### src/rtl/oclib_uart_arbiter_if.sv
// Byte streams between the UART arbiter, its clients and the shared UART.
//
// Handshake: every stream is valid/ready. A byte moves on a cycle where
// valid and ready are both high. A source keeps data stable while valid is
// high and ready is low, and a source never makes valid depend on ready.
interface oclib_uart_arbiter_if #(
   parameter int NumClients = 2
);
   // client side, one byte lane per client at bits [8i+7:8i]
   logic [8*NumClients-1:0] clientTxData;
   logic [NumClients-1:0]   clientTxValid;
   logic [NumClients-1:0]   clientTxReady;
   logic [7:0]              clientRxData;
   logic [NumClients-1:0]   clientRxValid;
   logic [NumClients-1:0]   clientRxReady;

   // UART side
   logic [7:0]              uartTxData;
   logic                    uartTxValid;
   logic                    uartTxReady;
   logic [7:0]              uartRxData;
   logic                    uartRxValid;
   logic                    uartRxReady;

   // the arbiter
   modport master (
      input  clientTxData, clientTxValid, clientRxReady,
      input  uartTxReady, uartRxData, uartRxValid,
      output clientTxReady, clientRxData, clientRxValid,
      output uartTxData, uartTxValid, uartRxReady
   );

   // clients and UART seen together as the environment
   modport slave (
      output clientTxData, clientTxValid, clientRxReady,
      output uartTxReady, uartRxData, uartRxValid,
      input  clientTxReady, clientRxData, clientRxValid,
      input  uartTxData, uartTxValid, uartRxReady
   );
endinterface

### src/rtl/oclib_uart_arbiter.sv
// Shares one UART byte channel between NumClients requesters.
// Tx: round-robin grant, then the owner keeps the UART for a whole message,
// which ends on EndByte or after IdleTimeout cycles without an owner byte.
// Rx: bytes are steered, with no storage, to the current or most recent
// owner so a response returns to the client that issued the command.
// The FSM state is visible directly on the locked output (IDLE=0, LOCKED=1).
module oclib_uart_arbiter #(
   parameter int         NumClients   = 2,
   parameter logic [7:0] EndByte      = 8'h0A,
   parameter int         IdleTimeout  = 1024,
   parameter int         CounterWidth = (IdleTimeout > 0) ? $clog2(IdleTimeout + 1) : 1,
   localparam int        OwnerWidth   = $clog2(NumClients)
) (
   input  logic                    clock,
   input  logic                    reset,
   oclib_uart_arbiter_if.master    bus,
   output logic [OwnerWidth-1:0]   owner,
   output logic                    locked
);

   typedef enum logic {
      IDLE   = 1'b0,
      LOCKED = 1'b1
   } state_t;

   // idle counter value on whose no-transfer cycle the lock is dropped
   localparam logic [CounterWidth-1:0] TimeoutLast =
      CounterWidth'((IdleTimeout > 0) ? IdleTimeout - 1 : 0);
   localparam logic                    TimeoutOn   = (IdleTimeout > 0);
   localparam logic [OwnerWidth-1:0]   LastClient  = OwnerWidth'(NumClients - 1);

   state_t                  state_q, state_d;
   logic [OwnerWidth-1:0]   owner_q, owner_d;
   logic [OwnerWidth-1:0]   rr_q, rr_d;       // last winner; search starts after it
   logic [CounterWidth-1:0] idle_q, idle_d;

   logic [7:0]              tx_data_sel;
   logic                    tx_valid_sel;
   logic                    rx_ready_sel;
   logic                    tx_xfer;

   logic [OwnerWidth-1:0]   win_hi, win_lo, grant_idx;
   logic                    hit_hi, hit_lo, grant_hit;

   assign locked = (state_q == LOCKED);
   assign owner  = owner_q;

   // Owner lane select for the tx pass-through and the rx ready return.
   always_comb begin
      tx_data_sel  = 8'h00;
      tx_valid_sel = 1'b0;
      rx_ready_sel = 1'b0;
      for (int i = 0; i < NumClients; i++) begin
         if (OwnerWidth'(i) == owner_q) begin
            tx_data_sel  = bus.clientTxData[8*i +: 8];
            tx_valid_sel = bus.clientTxValid[i];
            rx_ready_sel = bus.clientRxReady[i];
         end
      end
   end

   // Stream outputs: tx passes through only while locked, rx always follows owner.
   always_comb begin
      bus.uartTxData    = tx_data_sel;
      bus.uartTxValid   = locked & tx_valid_sel;
      bus.uartRxReady   = rx_ready_sel;
      bus.clientRxData  = bus.uartRxData;
      bus.clientTxReady = '0;
      bus.clientRxValid = '0;
      for (int i = 0; i < NumClients; i++) begin
         if (OwnerWidth'(i) == owner_q) begin
            bus.clientTxReady[i] = locked & bus.uartTxReady;
            bus.clientRxValid[i] = bus.uartRxValid;
         end
      end
   end

   // Round-robin pick: lowest requester above the last winner, else lowest overall.
   always_comb begin
      win_hi = '0;
      win_lo = '0;
      hit_hi = 1'b0;
      hit_lo = 1'b0;
      for (int i = NumClients - 1; i >= 0; i--) begin
         if (bus.clientTxValid[i]) begin
            win_lo = OwnerWidth'(i);
            hit_lo = 1'b1;
            if (i > int'(rr_q)) begin
               win_hi = OwnerWidth'(i);
               hit_hi = 1'b1;
            end
         end
      end
      grant_hit = hit_lo;
      grant_idx = hit_hi ? win_hi : win_lo;
   end

   assign tx_xfer = bus.uartTxValid & bus.uartTxReady;

   // Next state: grant in IDLE, hold the lock until EndByte or idle timeout.
   always_comb begin
      state_d = state_q;
      owner_d = owner_q;
      rr_d    = rr_q;
      idle_d  = idle_q;
      case (state_q)
         IDLE: begin
            if (grant_hit) begin
               owner_d = grant_idx;
               rr_d    = grant_idx;
               idle_d  = '0;
               state_d = LOCKED;
            end
         end
         LOCKED: begin
            if (tx_xfer) begin
               idle_d = '0;
               if (tx_data_sel == EndByte) begin
                  state_d = IDLE;
               end
            end else begin
               // a stalled UART counts as idle: the owner moved no byte
               if (TimeoutOn && (idle_q == TimeoutLast)) begin
                  state_d = IDLE;
               end
               if (idle_q != '1) begin
                  idle_d = idle_q + CounterWidth'(1);
               end
            end
         end
         default: begin
            state_d = IDLE;
         end
      endcase
   end

   // State registers; reset drops any lock at once and favours client 0.
   always_ff @(posedge clock) begin
      if (reset) begin
         state_q <= IDLE;
         owner_q <= '0;
         rr_q    <= LastClient;
         idle_q  <= '0;
      end else begin
         state_q <= state_d;
         owner_q <= owner_d;
         rr_q    <= rr_d;
         idle_q  <= idle_d;
      end
   end

   // At most one client may see tx ready, and owner stays a real client.
   always @(posedge clock) begin
      if (!reset) begin
         assert ($onehot0(bus.clientTxReady));
         assert (int'(owner_q) < NumClients);
      end
   end

endmodule

### src/flat_wrapper.sv
// flat-port wrapper written by rule: the top's interface ports become plain ports
module oclib_uart_arbiter_flat 
#(
   parameter int         NumClients   = 2,
   parameter logic [7:0] EndByte      = 8'h0A,
   parameter int         IdleTimeout  = 1024,
   parameter int         CounterWidth = (IdleTimeout > 0) ? $clog2(IdleTimeout + 1) : 1,
   localparam int        OwnerWidth   = $clog2(NumClients)
)
  (clock, reset, owner, locked, bus_clientTxData, bus_clientTxValid, bus_clientRxReady, bus_uartTxReady, bus_uartRxData, bus_uartRxValid, bus_clientTxReady, bus_clientRxData, bus_clientRxValid, bus_uartTxData, bus_uartTxValid, bus_uartRxReady);
  oclib_uart_arbiter_if #(.NumClients(NumClients)) bus_i ();
  input  logic clock;
  input  logic reset;
  output logic [OwnerWidth-1:0] owner;
  output logic locked;
  input wire logic [$bits(bus_i.clientTxData)-1:0] bus_clientTxData;
  input wire logic [$bits(bus_i.clientTxValid)-1:0] bus_clientTxValid;
  input wire logic [$bits(bus_i.clientRxReady)-1:0] bus_clientRxReady;
  input wire logic [$bits(bus_i.uartTxReady)-1:0] bus_uartTxReady;
  input wire logic [$bits(bus_i.uartRxData)-1:0] bus_uartRxData;
  input wire logic [$bits(bus_i.uartRxValid)-1:0] bus_uartRxValid;
  output wire logic [$bits(bus_i.clientTxReady)-1:0] bus_clientTxReady;
  output wire logic [$bits(bus_i.clientRxData)-1:0] bus_clientRxData;
  output wire logic [$bits(bus_i.clientRxValid)-1:0] bus_clientRxValid;
  output wire logic [$bits(bus_i.uartTxData)-1:0] bus_uartTxData;
  output wire logic [$bits(bus_i.uartTxValid)-1:0] bus_uartTxValid;
  output wire logic [$bits(bus_i.uartRxReady)-1:0] bus_uartRxReady;
  assign bus_i.clientTxData = bus_clientTxData;
  assign bus_i.clientTxValid = bus_clientTxValid;
  assign bus_i.clientRxReady = bus_clientRxReady;
  assign bus_i.uartTxReady = bus_uartTxReady;
  assign bus_i.uartRxData = bus_uartRxData;
  assign bus_i.uartRxValid = bus_uartRxValid;
  assign bus_clientTxReady = bus_i.clientTxReady;
  assign bus_clientRxData = bus_i.clientRxData;
  assign bus_clientRxValid = bus_i.clientRxValid;
  assign bus_uartTxData = bus_i.uartTxData;
  assign bus_uartTxValid = bus_i.uartTxValid;
  assign bus_uartRxReady = bus_i.uartRxReady;
  oclib_uart_arbiter #(.NumClients(NumClients), .EndByte(EndByte), .IdleTimeout(IdleTimeout), .CounterWidth(CounterWidth)) u_core (.clock(clock), .reset(reset), .bus(bus_i), .owner(owner), .locked(locked));
endmodule
### config.mk
export PLATFORM = sky130hd
export DESIGN_NAME = oclib_uart_arbiter_flat
export DESIGN_NICKNAME = d
export VERILOG_FILES = /design/src/rtl/oclib_uart_arbiter_if.sv /design/src/rtl/oclib_uart_arbiter.sv /design/src/flat_wrapper.sv
export SDC_FILE = /design/constraint.sdc
export NUM_CORES = 1
export LEC_CHECK = 0
export BUFFER_PORTS_ARGS = -buffer_cell sky130_fd_sc_hd__buf_4
export CORE_MARGIN = 1.5
export CORE_UTILIZATION = 44
export DETAILED_ROUTE_END_ITERATION = 7
export GPL_TIMING_DRIVEN = 0
export PLACE_DENSITY = 0.87
export SLEW_MARGIN = 20
export SYNTH_ARGS = -nofsm -noshare
export SYNTH_HDL_FRONTEND = slang
export SYNTH_SLANG_ARGS = --single-unit
### constraint.sdc
create_clock -name clock -period 1.8 [get_ports clock]
set_input_delay 0.18 -clock clock [delete_from_list [all_inputs] [get_ports clock]]
set_output_delay 0.18 -clock clock [all_outputs]
set_load 0.05 [all_outputs]
Word level (Yosys, flattened, before mapping)
Index checks and enable logic that the tools add are counted.
{ "totals": {"ff_bits": 14, "output_inout_bits": 24, "word_cells": 39} }
{ "classes": {"addsub": 1, "order_cmp": 1, "n_eq_ne": 5, "muxes": 22, "bitwise_logic": 4, "reduce_logical": 2} }
{ "op_table": {"columns": ["op", "n"], "rows": [
  ["$mux W11", 3],
  ["$pmux W11 S2", 1],
  ["$mux W1", 16],
  ["$add A11 B1 Y11 const B", 1],
  ["$eq A11 B10 Y1 const B", 1],
  ["$ne A11 B11 Y1 const B", 1],
  ["$eq A8 B4 Y1 const B", 1],
  ["$mux W8", 1],
  ["$reduce_and A2 Y1", 2],
  ["$and A1 B1 Y1", 3],
  ["$ne A3 B3 Y1 const B", 1],
  ["$ne A2 B1 Y1 const B", 1],
  ["$pmux W1 S2", 1],
  ["$gt A1 B1 Y1 const A", 1],
  ["$not A1 Y1", 1]
]} }

Logic depth before layout (Yosys ltp)
Gate-level depths: netlist (run 1).
{ "logic_depth": {"depth_word": 5, "ltp_mapped": 8} }

Least setup slack after synthesis (run 1)
Ideal clock, no wire load.
{ "synth_path": {"kind": "flip-flop to output port", "start": "reg u_core.owner_q, in the netlist u_core.owner", "end": "out bus_uartTxValid", "t_arrival_ps": 1683, "slack_ps": -63, "path_stages_with_launch": 4, "cell_sequence": "dfxtp_1 -> buf_4 -> mux2i_1 -> nor2b_1"} }
{ "synth_between": {"elab_chain_len": 2} }
{ "synth_lines": {"columns": ["element", "line", "rtl"], "rows": [
  ["from (decl)", "oclib_uart_arbiter.sv:33", "logic [OwnerWidth-1:0] owner_q, owner_d;"],
  ["from (signal assigned)", "oclib_uart_arbiter.sv:146", "owner_q <= owner_d;"],
  ["$mux W1", "oclib_uart_arbiter.sv:54", "if (OwnerWidth'(i) == owner_q) begin"],
  ["$and A1 B1 Y1", "oclib_uart_arbiter.sv:65", "bus.uartTxValid = locked & tx_valid_sel;"],
  ["to (decl)", "flat_wrapper.sv:26", "output wire logic [$bits(bus_i.uartTxValid)-1:0] bus_uartTxValid;"]
]} }
Every way passes these cells.

Worst setup path after layout (run 1)
{ "layout_path": {"start": "reg u_core.owner_q, in the netlist u_core.owner", "end": "reg u_core.idle_q[5]"} }
{ "layout_between": {"elab_chain_len": 5} }
{ "layout_lines": {"columns": ["element", "line", "rtl"], "rows": [
  ["$mux W1 (*)", "oclib_uart_arbiter.sv:54", null],
  ["$and A1 B1 Y1 (*)", "oclib_uart_arbiter.sv:65", null],
  ["$and A1 B1 Y1 (*)", "oclib_uart_arbiter.sv:98", "assign tx_xfer = bus.uartTxValid & bus.uartTxReady;"],
  ["$mux W11 / $ne A3 B3 Y1 (equally long branches)", null, null],
  ["$pmux W11 S2 / $reduce_and A2 Y1 (equally long branches)", null, null],
  ["to (signal assigned)", "oclib_uart_arbiter.sv:148", "idle_q <= idle_d;"],
  ["to (decl)", "oclib_uart_arbiter.sv:35", "logic [CounterWidth-1:0] idle_q, idle_d;"]
]} }
Mark *: on every way between the ends. The rest lies on a longest branch, timed or not.
A chain may end at the register's enable or synchronous reset.

==> results of run 1 <==
## metrics by stage
stage,instances,setup WS [ns],util,setup TNS (ns)
after floorplan,128,0.0329,-,0
after global placement,202,0.171,0.639,0
after detailed placement,202,0.127,0.639,0
after CTS,205,0.0933,0.654,0
after global routing,206,-0.00671,0.659,-0.00671
final,206,0.130,0.659,0
## worst max path at each step
| stage | start | depth (start not counted) | to | slack [ns] |
|---|---|---|---|---|
| 2_1_floorplan | u_core.locked$_SDFF_PP0_ | 3 | bus_clientTxReady[0] | 0.03 |
| 6_report | u_core.owner$_SDFFE_PP0P_ | 7 | u_core.idle_q[5]$_SDFFE_PP0P_ | 0.13 |
| 3_5_place_dp | u_core.idle_q[0]$_SDFFE_PP0P_ | 7 | u_core.idle_q[8]$_SDFFE_PP0P_ | 0.13 |
| 5_1_grt | u_core.idle_q[1]$_SDFFE_PP0P_ | 7 | u_core.idle_q[4]$_SDFFE_PP0P_ | -0.007 |
| 4_1_cts | u_core.owner$_SDFFE_PP0P_ | 7 | u_core.idle_q[0]$_SDFFE_PP0P_ | 0.09 |
| 3_3_place_gp | u_core.idle_q[0]$_SDFFE_PP0P_ | 7 | u_core.idle_q[4]$_SDFFE_PP0P_ | 0.17 |
## metal layers
metal / share of wire / routed length [um] / vias to the layer above
met1: 0.39 / 1010 / 499
met3: 0.077 / 196 / 2
met4: 0.0023 / 6 / 0
li1: - / - / 552
met5: 0 / 0 / -
met2: 0.53 / 1350 / 42
## power groups by stage
stage	Combinational, uW	Clock, uW	Sequential (uW)
after floorplan	235	0	346
after global placement	363	0	331
after detailed placement	371	0	332
after CTS	369	233	324
after global routing	393	250	326
final	370	224	325
## critical path, stage by stage, from the launching register on
cell	delay, ns
dfxtp_2	0.33
buf_4	0.23
mux2i_2	0.31
o21a_2	0.25
and3b_1	0.17
buf_4	0.15
o21ai_1	0.08
o21ai_1	0.08
## kinds of logic (layout without fill, tap and decap cells)
group | after synthesis | after routing | share of synthesized area
xor+xnor | 1 | 1 | 0.00840
compound gates | 32 | 32 | 0.214
fa+ha+maj | 1 | 1 | 0.0120
buf+inv | 22 | 72 | 0.120
simple gates | 47 | 47 | 0.261
flops | 14 | 14 | 0.269
mux | 11 | 11 | 0.116
## cell usage after synthesis (4+ instances only)
cell     count
o21ai_1     11
inv_1        7
buf_4       11
and3_1       4
dfxtp_1     14
mux2_1       4
a21oi_1      7
nand2_1      8
mux2_2       5
nor2_1      11
## state kept, by name, indices dropped and copies added, names as in the netlist
| register | count |
|---|---|
| u_core.idle_q | 11 |
| u_core.locked | 1 |
| u_core.owner | 1 |
| u_core.rr_q | 1 |
## timing repair
item	4_1_cts	5_1_grt
pin swaps	0	0
setup endpoints to repair	6	9
setup buffers	0	1
gates resized for setup	0	2
## placed cells by master (no fill, tap or decap), types with 2 or more instances in the layout
cell	Yosys	routed
dfxtp_1	14	12
nand2b_1	3	3
a21oi_1	7	7
nor2b_1	3	2
nand3_1	2	2
nand4_1	3	3
and2_1	2	2
inv_1	7	7
mux2_1	4	4
nor4_1	2	2
o21ai_0	2	2
clkbuf_4	0	3
a41oi_1	2	2
buf_4	11	58
and3_1	4	3
o21ai_1	11	11
dfxtp_2	0	2
and2_2	2	2
nor2_1	11	11
nand2_1	8	8
a311oi_1	3	3
mux2_2	5	5
## final cells by class
class / count / share of cell area
well taps: 28 / 0.0238
multi-input cells: 92 / 0.438
inverters: 8 / 0.0204
flip-flops and latches: 14 / 0.192
plain buffers: 13 / 0.0620
repair buffers: 47 / 0.240
clock buffers: 4 / 0.0246
==> flow_results.xml, run 1 <==
<?xml version="1.0" encoding="UTF-8"?>
<metrics>
  <group name="clocking">
    <metric name="cts.clk_slew.worst_paths" unit="ns">0.08</metric>
    <metric name="clockBufferDepth" unit="">2</metric>
    <metric name="cts-buffers-inserted" unit="">3</metric>
    <metric name="clockRootBuffer" unit="">clkbuf_4</metric>
    <metric name="htreeDepth" unit="">1</metric>
    <metric name="clock_latency" unit="ns">0.28</metric>
    <metric name="cts_tree" unit="">built</metric>
    <metric name="cts_hold_repair.buffers" unit="">0</metric>
    <metric name="cts_sinks" unit="">14</metric>
  </group>
  <group name="final_layout">
    <metric name="regArea" unit="um^2">283</metric>
    <metric name="n_fill_cell" unit="">201</metric>
    <metric name="multi_input_area" unit="um^2">644</metric>
    <metric name="antenna_cells_inserted" unit="">0</metric>
    <metric name="layout_cell_share_with_drive_strength_beyond_1" unit="">0.461</metric>
    <metric name="fin_area" unit="mm^2">0.00147</metric>
    <metric name="fin_nets" unit="">212</metric>
    <metric name="areaGrowthSynthToFinish" unit="%">41.3</metric>
  </group>
  <group name="timing">
    <metric name="period_minus_slack" unit="ns">1.67</metric>
    <metric name="max_freq" unit="MHz">599</metric>
    <metric name="fin_worst_hold_slack" unit="ns">0.235</metric>
    <metric name="setup-violations-final" unit="">0</metric>
    <metric name="report.final.hold_viol_count" unit="">0</metric>
    <metric name="timing.max_slew.rel_slack" unit="">0.716</metric>
    <metric name="worstMarginPinSlew" unit="ns">0.423</metric>
    <metric name="final_setup_skew" unit="ns">0.00371</metric>
    <metric name="drv_slew" unit="">0</metric>
    <metric name="final_min_period_over_clock_period" unit="">0.928</metric>
  </group>
  <group name="synthesis">
    <metric name="synth-edff-count" unit="">0</metric>
    <metric name="synth.top_cells.by_area" unit="">dfxtp_1 27%, buf_4 7.9%, mux2_2 5.4%</metric>
    <metric name="synth.lib_cells_used.distinct" unit="">41</metric>
    <metric name="async_flop_share" unit="">0</metric>
    <metric name="yosys_most_used_dff" unit="">dfxtp_1</metric>
    <metric name="post_synth_instance_area" unit="mm^2">0.00104</metric>
    <metric name="yosysWarningCount" unit="">0</metric>
    <metric name="synth_top_area_cell" unit="">dfxtp_1</metric>
    <metric name="synth.net_count" unit="">161</metric>
    <metric name="synth-seq-cells" unit="">14</metric>
    <metric name="netlist.area_leader.share" unit="">0.269</metric>
    <metric name="syn_inst" unit="">128</metric>
    <metric name="synth_area_per_cell" unit="um^2">8.14</metric>
    <metric name="ys_seq_area_frac" unit="">0.269</metric>
  </group>
  <group name="routing">
    <metric name="detailedRoute.firstPassIterationCount" unit="">3</metric>
    <metric name="routed_wl" unit="um">2560</metric>
    <metric name="ant_nets" unit="">0</metric>
    <metric name="post_drt_wl_per_cell" unit="um">12.4</metric>
    <metric name="routed-via-count" unit="">1095</metric>
    <metric name="viasPerCell" unit="">5.32</metric>
    <metric name="detail_route.drc_violations" unit="">0</metric>
    <metric name="dr_iter_0_viols" unit="">5</metric>
  </group>
  <group name="global_route">
    <metric name="grt_pass1_wl" unit="um">3990</metric>
    <metric name="grt_remaining_overflow" unit="">0</metric>
    <metric name="globalRouteMet1Util" unit="">0.201</metric>
    <metric name="first_global_vias" unit="">965</metric>
    <metric name="met2_usage" unit="">0.385</metric>
    <metric name="globalRouteTotalUtil" unit="">0.194</metric>
    <metric name="use_met3" unit="">0.0345</metric>
    <metric name="antenna_found_initial" unit="">0</metric>
    <metric name="gr-max-usage-layer" unit="">met2</metric>
    <metric name="grt_start_max_net_pins" unit="">20</metric>
  </group>
  <group name="floorplan">
    <metric name="fp-row-count" unit="">17</metric>
    <metric name="die_width" unit="um">51.7</metric>
    <metric name="dieArea" unit="mm^2">0.00267</metric>
    <metric name="dieHeight" unit="um">51.7</metric>
    <metric name="floorplan.initialDensity" unit="">0.467</metric>
    <metric name="core_region_area" unit="mm^2">0.00223</metric>
    <metric name="io_pins" unit="">56</metric>
  </group>
  <group name="worst_hold_path">
    <metric name="sink_of_the_worst_hold_path" unit="">u_core.owner$_SDFFE_PP0P_</metric>
    <metric name="min_path_cells" unit="">2</metric>
    <metric name="hp-start" unit="">reset</metric>
    <metric name="holdCritPathClass" unit="">in2reg</metric>
  </group>
  <group name="critical_path">
    <metric name="critPathLaunchType" unit="">flip-flop</metric>
    <metric name="worst-r2r-setup-slack" unit="ns">0.13</metric>
    <metric name="r2r.worst_path.cells" unit="">7</metric>
    <metric name="cp_data_arrival_time" unit="ns">1.88</metric>
    <metric name="worst-setup-path-type" unit="">reg2reg</metric>
    <metric name="critPathRequiredTime" unit="ns">2.01</metric>
    <metric name="worst_r2r_startpoint" unit="">u_core.owner$_SDFFE_PP0P_</metric>
    <metric name="crit-reg2reg-capture" unit="">u_core.idle_q[5]$_SDFFE_PP0P_</metric>
    <metric name="worstSetupEndpointType" unit="">flip-flop</metric>
    <metric name="crit_path_max_fanout" unit="">19</metric>
  </group>
  <group name="placed_design">
    <metric name="placed_cell_area" unit="mm^2">0.00143</metric>
    <metric name="io_buffer_count" unit="">46</metric>
    <metric name="detailed_placer_s_ending_hpwl" unit="um">2110</metric>
    <metric name="gp_routability_congestion" unit="">0.785</metric>
  </group>
  <group name="power_and_ir_drop">
    <metric name="p_per_area" unit="mW/mm^2">624</metric>
    <metric name="cell_internal_power_dissipation" unit="uW">583</metric>
    <metric name="power_switching_share" unit="">0.366</metric>
    <metric name="p_clk_frac" unit="">0.244</metric>
    <metric name="comb_power_share" unit="">0.403</metric>
    <metric name="fin_total_pwr" unit="uW">919</metric>
    <metric name="vdd_drop_max" unit="mV">0.439</metric>
    <metric name="seqPwrFrac" unit="">0.353</metric>
    <metric name="switching_power" unit="uW">337</metric>
    <metric name="power_leakage" unit="uW">0.000656</metric>
  </group>
  <group name="outcome">
    <metric name="outcome" unit="">finished, final reports clean</metric>
  </group>
  <group name="flow_run">
    <metric name="max_cap_viol_count" unit="">0</metric>
  </group>
</metrics>
Power figures use the tool's default switching activity.
==> inputs of run 2 (changes only) <==
--- a/config.mk
+++ b/config.mk
@@ -8,9 +8,10 @@
 export BUFFER_PORTS_ARGS = -buffer_cell sky130_fd_sc_hd__buf_4
 export CORE_MARGIN = 1.5
 export CORE_UTILIZATION = 44
+export CTS_CLUSTER_DIAMETER = 60
 export DETAILED_ROUTE_END_ITERATION = 7
 export GPL_TIMING_DRIVEN = 0
-export PLACE_DENSITY = 0.87
+export PLACE_DENSITY_LB_ADDON = 0.2
 export SLEW_MARGIN = 20
 export SYNTH_ARGS = -nofsm -noshare
 export SYNTH_HDL_FRONTEND = slang
==> constraint.sdc (replaced) <==
create_clock -name clock -period 1.85 [get_ports clock]
set_input_delay 0.185 -clock clock [delete_from_list [all_inputs] [get_ports clock]]
set_output_delay 0.185 -clock clock [all_outputs]
set_load 0.05 [all_outputs]
==> run 2 against run 1 <==
- maximum frequency down 1.4%
- combinational power down 3%
- global-route usage shrank 1.5 points
- die area is the same
- non-clock buffer count shrank 1
- count of clock-buffer cells in the layout is the same
- core utilization down 0.45 points
- wire length down 7.4%
- cell count decreased by 0.49%
- critical endpoint is now u_core.idle_q[8]$_SDFFE_PP0P_
- largest power group unchanged
- highest routed layer unchanged
==> flow_results.xml, run 2 (synthesis gave the netlist of run 1 again) <==
<?xml version="1.0" encoding="UTF-8"?>
<metrics>
  <group name="outcome">
    <metric name="outcome" unit="">finished, final reports clean</metric>
  </group>
  <group name="clocking">
    <metric name="clock_latency" unit="ns">0.28</metric>
    <metric name="post_cts_resize_count" unit="">0</metric>
    <metric name="cts_tree" unit="">built</metric>
    <metric name="cts-buffers-inserted" unit="">3</metric>
    <metric name="postCtsSetupBuffers" unit="">0</metric>
    <metric name="cts.clk_slew.worst_paths" unit="ns">0.08</metric>
    <metric name="cts_hold_repair.buffers" unit="">0</metric>
    <metric name="htreeDepth" unit="">1</metric>
    <metric name="cts_sinks" unit="">14</metric>
    <metric name="clockBufferDepth" unit="">2</metric>
    <metric name="clockRootBuffer" unit="">clkbuf_4</metric>
  </group>
  <group name="routing">
    <metric name="post_drt_wl_per_cell" unit="um">11.6</metric>
    <metric name="detail_route.drc_violations" unit="">0</metric>
    <metric name="routed-via-count" unit="">1067</metric>
    <metric name="dr_iter_0_viols" unit="">16</metric>
    <metric name="ant_nets" unit="">0</metric>
    <metric name="routed_wl" unit="um">2370</metric>
    <metric name="detailedRoute.firstPassIterationCount" unit="">4</metric>
    <metric name="viasPerCell" unit="">5.20</metric>
  </group>
  <group name="timing">
    <metric name="rsz0062_at_grt" unit="">false</metric>
    <metric name="min_setup_slack_post_route" unit="ns">0.157</metric>
    <metric name="timing.max_slew.rel_slack" unit="">0.706</metric>
    <metric name="setup-violations-final" unit="">0</metric>
    <metric name="final_setup_skew" unit="ns">0.00187</metric>
    <metric name="max_freq" unit="MHz">591</metric>
    <metric name="report.final.hold_viol_count" unit="">0</metric>
    <metric name="period_minus_slack" unit="ns">1.69</metric>
    <metric name="finalSetupTns" unit="ns">0</metric>
    <metric name="drv_slew" unit="">0</metric>
    <metric name="final_min_period_over_clock_period" unit="">0.915</metric>
    <metric name="worstMarginPinSlew" unit="ns">0.437</metric>
  </group>
  <group name="final_layout">
    <metric name="n_fill_cell" unit="">203</metric>
    <metric name="layout.cells.most_common_list" unit="">57 x buf_4, 14 x dfxtp_1, 11 x nor2_1, 11 x o21ai_1, 8 x nand2_1</metric>
    <metric name="largest_register_ffs" unit="">11</metric>
    <metric name="antenna_cells_inserted" unit="">0</metric>
    <metric name="regArea" unit="um^2">280</metric>
    <metric name="multi_input_area" unit="um^2">644</metric>
    <metric name="layout_commonest_cell" unit="">buf_4</metric>
    <metric name="fin_nets" unit="">211</metric>
    <metric name="areaGrowthSynthToFinish" unit="%">40.3</metric>
    <metric name="postLayoutCoreUtil" unit="">0.655</metric>
    <metric name="fin_area" unit="mm^2">0.00146</metric>
    <metric name="layout_cell_share_with_drive_strength_beyond_1" unit="">0.446</metric>
    <metric name="largest_register" unit="">u_core.idle_q</metric>
  </group>
  <group name="placed_design">
    <metric name="pre_cts_ws" unit="ns">0.165</metric>
    <metric name="detailed_placer_s_ending_hpwl" unit="um">1900</metric>
    <metric name="io_buffer_count" unit="">46</metric>
    <metric name="gp_routability_congestion" unit="">0.757</metric>
    <metric name="placed_cell_area" unit="mm^2">0.00143</metric>
  </group>
  <group name="global_route">
    <metric name="grt_start_max_net_pins" unit="">20</metric>
    <metric name="globalRouteTotalUtil" unit="">0.179</metric>
    <metric name="use_met3" unit="">0.0259</metric>
    <metric name="first_global_vias" unit="">941</metric>
    <metric name="grt_remaining_overflow" unit="">0</metric>
    <metric name="met2_usage" unit="">0.310</metric>
    <metric name="antenna_found_initial" unit="">0</metric>
    <metric name="globalRouteMet1Util" unit="">0.218</metric>
    <metric name="grt_pass1_wl" unit="um">3760</metric>
    <metric name="gr-max-usage-layer" unit="">met2</metric>
  </group>
  <group name="power_and_ir_drop">
    <metric name="vdd_drop_max" unit="mV">0.504</metric>
    <metric name="p_per_area" unit="mW/mm^2">611</metric>
    <metric name="power_leakage" unit="uW">0.000649</metric>
  </group>
  <group name="floorplan">
    <metric name="floorplan.initialDensity" unit="">0.467</metric>
    <metric name="dieArea" unit="mm^2">0.00267</metric>
    <metric name="dieHeight" unit="um">51.7</metric>
    <metric name="fp-row-count" unit="">17</metric>
    <metric name="io_pins" unit="">56</metric>
    <metric name="core_region_area" unit="mm^2">0.00223</metric>
    <metric name="die_width" unit="um">51.7</metric>
  </group>
  <group name="critical_path">
    <metric name="cp_data_arrival_time" unit="ns">1.88</metric>
    <metric name="worstSetupEndpointType" unit="">flip-flop</metric>
    <metric name="worst-r2r-setup-slack" unit="ns">0.16</metric>
    <metric name="critPathRequiredTime" unit="ns">2.04</metric>
    <metric name="critPathLaunchType" unit="">flip-flop</metric>
    <metric name="worst-setup-path-type" unit="">reg2reg</metric>
    <metric name="crit_path_max_fanout" unit="">6</metric>
  </group>
  <group name="worst_hold_path">
    <metric name="holdCritPathClass" unit="">in2reg</metric>
  </group>
  <group name="flow_run">
    <metric name="max_cap_viol_count" unit="">0</metric>
  </group>
</metrics>
[run 2: final timing paths]
kind / start / end / depth (start not counted)
setup / recovery: u_core.idle_q[0]$_SDFFE_PP0P_ / u_core.idle_q[8]$_SDFFE_PP0P_ / 7
hold / removal: reset / u_core.owner$_SDFFE_PP0P_ / 2
setup reg to reg: u_core.idle_q[0]$_SDFFE_PP0P_ / u_core.idle_q[8]$_SDFFE_PP0P_ / 7
hold reg to reg: u_core.idle_q[1]$_SDFFE_PP0P_ / u_core.idle_q[1]$_SDFFE_PP0P_ / 2
[run 2: layout make-up]
cell class	count	area share
clock buffers	4	0.0248
plain buffers	13	0.0624
well taps	28	0.0240
repair buffers	46	0.236
inverters	8	0.0205
multi-input cells	92	0.441
flip-flops and latches	14	0.192
[run 2: per-layer routing]
| layer | wire length [um] | vias up |
|---|---|---|
| met5 | 0 | - |
| li1 | - | 554 |
| met2 | 1080 | 40 |
| met1 | 1070 | 468 |
| met3 | 182 | 5 |
| met4 | 37 | 0 |
[run 2: worst max-delay path, stage by stage, from the launching register on]
cell and delay, ns:
dfxtp_1 0.38, ha_1 0.19, and3_1 0.15, buf_4 0.14, nand4_4 0.10, a221oi_4 0.26
nor2_2 0.09, a311oi_1 0.28
[run 2: stage by stage]
| stage | total power (uW) | hold slack [ns] | cells |
|---|---|---|---|
| 2_1_floorplan | 564 | 0.389 | 128 |
| 3_3_place_gp | 676 | 0.470 | 202 |
| 3_5_place_dp | 681 | 0.479 | 202 |
| 4_1_cts | 898 | 0.246 | 205 |
| 5_1_grt | 937 | 0.281 | 205 |
| 6_report | 893 | 0.241 | 205 |
[run 2: report_power, final]
part	internal, uW	switching (uW)
Combinational	137	222
Sequential	310	5.63
Clock	120	99.9
Total	566	327
==> inputs of run 3 (changes only) <==
--- a/config.mk
+++ b/config.mk
@@ -7,8 +7,8 @@
 export LEC_CHECK = 0
 export BUFFER_PORTS_ARGS = -buffer_cell sky130_fd_sc_hd__buf_4
 export CORE_MARGIN = 1.5
-export CORE_UTILIZATION = 44
-export CTS_CLUSTER_DIAMETER = 60
+export CORE_UTILIZATION = 46
+export CTS_BUF_LIST = sky130_fd_sc_hd__clkbuf_4 sky130_fd_sc_hd__clkbuf_8
 export DETAILED_ROUTE_END_ITERATION = 7
 export GPL_TIMING_DRIVEN = 0
 export PLACE_DENSITY_LB_ADDON = 0.2
==> run 3 against run 2 <==
- total power grew 0.91%
- hold slack gained 0.0039 ns
- count of clock-buffer cells in the layout is the same
- die area shrank 4.1%
- clock power grew 2%
- sequential power is essentially flat
- cell count is the same
- non-clock buffer count is the same
- first-iteration DRC count grew to 2.7 times the previous value
- critical path type unchanged
- largest power group unchanged
- highest routed layer unchanged
==> flow_results.xml, run 3 (synthesis gave the netlist of run 1 again) <==
<?xml version="1.0" encoding="UTF-8"?>
<metrics>
  <group name="routing">
    <metric name="met2RoutedLength" unit="um">1320</metric>
    <metric name="detailed_routed_wire_length_on_met3" unit="um">209</metric>
    <metric name="post_drt_wl_per_cell" unit="um">12.6</metric>
    <metric name="viasPerCell" unit="">5.36</metric>
    <metric name="detail_route.drc_violations" unit="">0</metric>
    <metric name="wl_met1" unit="um">1040</metric>
    <metric name="detailedRoute.firstPassIterationCount" unit="">4</metric>
    <metric name="dr_iter_0_viols" unit="">43</metric>
    <metric name="ant_nets" unit="">0</metric>
    <metric name="routed-via-count" unit="">1099</metric>
    <metric name="routed_wl" unit="um">2580</metric>
    <metric name="top_layer_used" unit="">met4</metric>
  </group>
  <group name="outcome">
    <metric name="outcome" unit="">finished, final reports clean</metric>
  </group>
  <group name="placed_design">
    <metric name="detailed_placer_s_ending_hpwl" unit="um">2070</metric>
    <metric name="gp_routability_congestion" unit="">0.756</metric>
    <metric name="io_buffer_count" unit="">46</metric>
    <metric name="placed_cell_area" unit="mm^2">0.00143</metric>
    <metric name="placed_cells" unit="">202</metric>
  </group>
  <group name="power_and_ir_drop">
    <metric name="vdd_drop_max" unit="mV">0.443</metric>
    <metric name="power_leakage" unit="uW">0.000650</metric>
    <metric name="p_per_area" unit="mW/mm^2">614</metric>
  </group>
  <group name="final_layout">
    <metric name="largest_register" unit="">u_core.idle_q</metric>
    <metric name="fin_cells" unit="">205</metric>
    <metric name="layout_cell_share_with_drive_strength_beyond_1" unit="">0.446</metric>
    <metric name="antenna_cells_inserted" unit="">0</metric>
    <metric name="layout.cells.most_common_list" unit="">57 x buf_4, 14 x dfxtp_1, 11 x nor2_1, 11 x o21ai_1, 8 x nand2_1</metric>
    <metric name="layout_commonest_cell" unit="">buf_4</metric>
    <metric name="n_fill_cell" unit="">184</metric>
    <metric name="fin_area" unit="mm^2">0.00147</metric>
    <metric name="areaGrowthSynthToFinish" unit="%">40.9</metric>
    <metric name="fin_nets" unit="">211</metric>
    <metric name="largest_register_ffs" unit="">11</metric>
  </group>
  <group name="worst_hold_path">
    <metric name="sink_of_the_worst_hold_path" unit="">u_core.owner$_SDFFE_PP0P_</metric>
    <metric name="min_path_cells" unit="">2</metric>
    <metric name="hp-start" unit="">reset</metric>
    <metric name="holdCritPathClass" unit="">in2reg</metric>
  </group>
  <group name="floorplan">
    <metric name="dieHeight" unit="um">50.6</metric>
    <metric name="fp-row-count" unit="">17</metric>
    <metric name="die_width" unit="um">50.6</metric>
    <metric name="core_region_area" unit="mm^2">0.00217</metric>
    <metric name="floorplan.initialDensity" unit="">0.480</metric>
    <metric name="io_pins" unit="">56</metric>
    <metric name="dieArea" unit="mm^2">0.00256</metric>
  </group>
  <group name="timing">
    <metric name="timing.max_slew.rel_slack" unit="">0.702</metric>
    <metric name="period_minus_slack" unit="ns">1.77</metric>
    <metric name="finalSetupTns" unit="ns">0</metric>
    <metric name="setup-violations-final" unit="">0</metric>
    <metric name="worstMarginPinSlew" unit="ns">0.443</metric>
    <metric name="drv_slew" unit="">0</metric>
    <metric name="rsz0062_at_grt" unit="">true</metric>
    <metric name="report.final.hold_viol_count" unit="">0</metric>
    <metric name="final_min_period_over_clock_period" unit="">0.958</metric>
    <metric name="max_freq" unit="MHz">564</metric>
    <metric name="final_setup_skew" unit="ns">0.000873</metric>
  </group>
  <group name="critical_path">
    <metric name="worstSetupEndpointType" unit="">flip-flop</metric>
    <metric name="worst_r2r_startpoint" unit="">u_core.idle_q[0]$_SDFFE_PP0P_</metric>
    <metric name="worst-setup-path-type" unit="">reg2reg</metric>
    <metric name="worst-r2r-setup-slack" unit="ns">0.08</metric>
    <metric name="crit_path_max_fanout" unit="">6</metric>
    <metric name="r2r.worst_path.cells" unit="">7</metric>
    <metric name="crit-reg2reg-capture" unit="">u_core.idle_q[4]$_SDFFE_PP0P_</metric>
    <metric name="cp_data_arrival_time" unit="ns">1.96</metric>
    <metric name="critPathRequiredTime" unit="ns">2.04</metric>
    <metric name="worstSetupStartpoint" unit="">u_core.idle_q[0]$_SDFFE_PP0P_</metric>
    <metric name="critPathLaunchType" unit="">flip-flop</metric>
  </group>
  <group name="global_route">
    <metric name="grt_remaining_overflow" unit="">0</metric>
    <metric name="grt_start_max_net_pins" unit="">20</metric>
    <metric name="first_global_vias" unit="">1035</metric>
    <metric name="antenna_found_initial" unit="">0</metric>
    <metric name="grt_pass1_wl" unit="um">4240</metric>
    <metric name="globalRouteTotalUtil" unit="">0.210</metric>
  </group>
  <group name="clocking">
    <metric name="clock_latency" unit="ns">0.28</metric>
    <metric name="cts_sinks" unit="">14</metric>
    <metric name="cts_hold_repair.buffers" unit="">0</metric>
    <metric name="clockRootBuffer" unit="">clkbuf_4</metric>
    <metric name="cts_tree" unit="">built</metric>
    <metric name="clockBufferDepth" unit="">2</metric>
    <metric name="htreeDepth" unit="">1</metric>
    <metric name="cts-buffers-inserted" unit="">3</metric>
    <metric name="cts.clk_slew.worst_paths" unit="ns">0.09</metric>
    <metric name="postCtsSetupBuffers" unit="">0</metric>
  </group>
  <group name="flow_run">
    <metric name="max_cap_viol_count" unit="">0</metric>
  </group>
</metrics>
run 3: cell types whose count changed in the layout (fill, tap and decap cells not counted):
| cell | delta |
|---|---|
| o21a_2 | -1 |
| o21a_4 | +1 |
run 3: area by class of cell:
class,count,area (um^2),area share
Sequential cell,14,280,0.191
Tap cell,28,35.0,0.0239
Clock buffer,4,36.3,0.0247
Buffer,13,91.3,0.0622
Inverter,8,30.0,0.0204
Multi-Input combinational cell,92,651,0.443
Timing Repair Buffer,46,345,0.235
run 3: critical path, stage by stage, from the launching register on:
cell	delay, ns
dfxtp_1	0.40
ha_1	0.21
and3_1	0.16
buf_4	0.15
nand4_4	0.10
a221oi_4	0.27
nor2_2	0.09
a311oi_1	0.29
run 3: worst max path at each step:
stage / endpoint / slack (ns)
final: u_core.idle_q[4]$_SDFFE_PP0P_ / 0.08
after detailed placement: u_core.idle_q[4]$_SDFFE_PP0P_ / 0.13
after CTS: u_core.idle_q[4]$_SDFFE_PP0P_ / 0.09
after global routing: u_core.idle_q[10]$_SDFFE_PP0P_ / -0.05
after floorplan: u_core.idle_q[0]$_SDFFE_PP0P_ / -0.0006
after global placement: u_core.idle_q[8]$_SDFFE_PP0P_ / 0.19
run 3: repair_timing:
item | 4_1_cts | 5_1_grt
endpoints found under the setup margin | 5 | 9
gates resized for setup | 0 | 2
endpoints found under the hold margin | 0 | 0
run 3: per-layer routing:
layer	up-vias	GRT usage
li1	553	-
met1	499	0.238
met2	45	0.373
met3	2	0.0655
met4	0	0.0676
met5	-	0
run 3: stage by stage:
step | power, uW | util | setup slack (ns) | hold WS (ns)
final | 901 | 0.677 | 0.0780 | 0.245
after global routing | 936 | 0.677 | -0.0471 | 0.265
after CTS | 903 | 0.672 | 0.0944 | 0.236
after detailed placement | 682 | 0.657 | 0.127 | 0.481
after global placement | 675 | 0.657 | 0.188 | 0.470
after floorplan | 564 | - | -0.000560 | 0.389
run 3: where the power goes:
group | leakage (uW) | internal, uW | switching (uW) | total, uW
clock network | 0.0000210 | 120 | 104 | 224
registers | 0.000114 | 310 | 5.77 | 315
logic | 0.000516 | 139 | 224 | 362
total | 0.000650 | 568 | 333 | 901
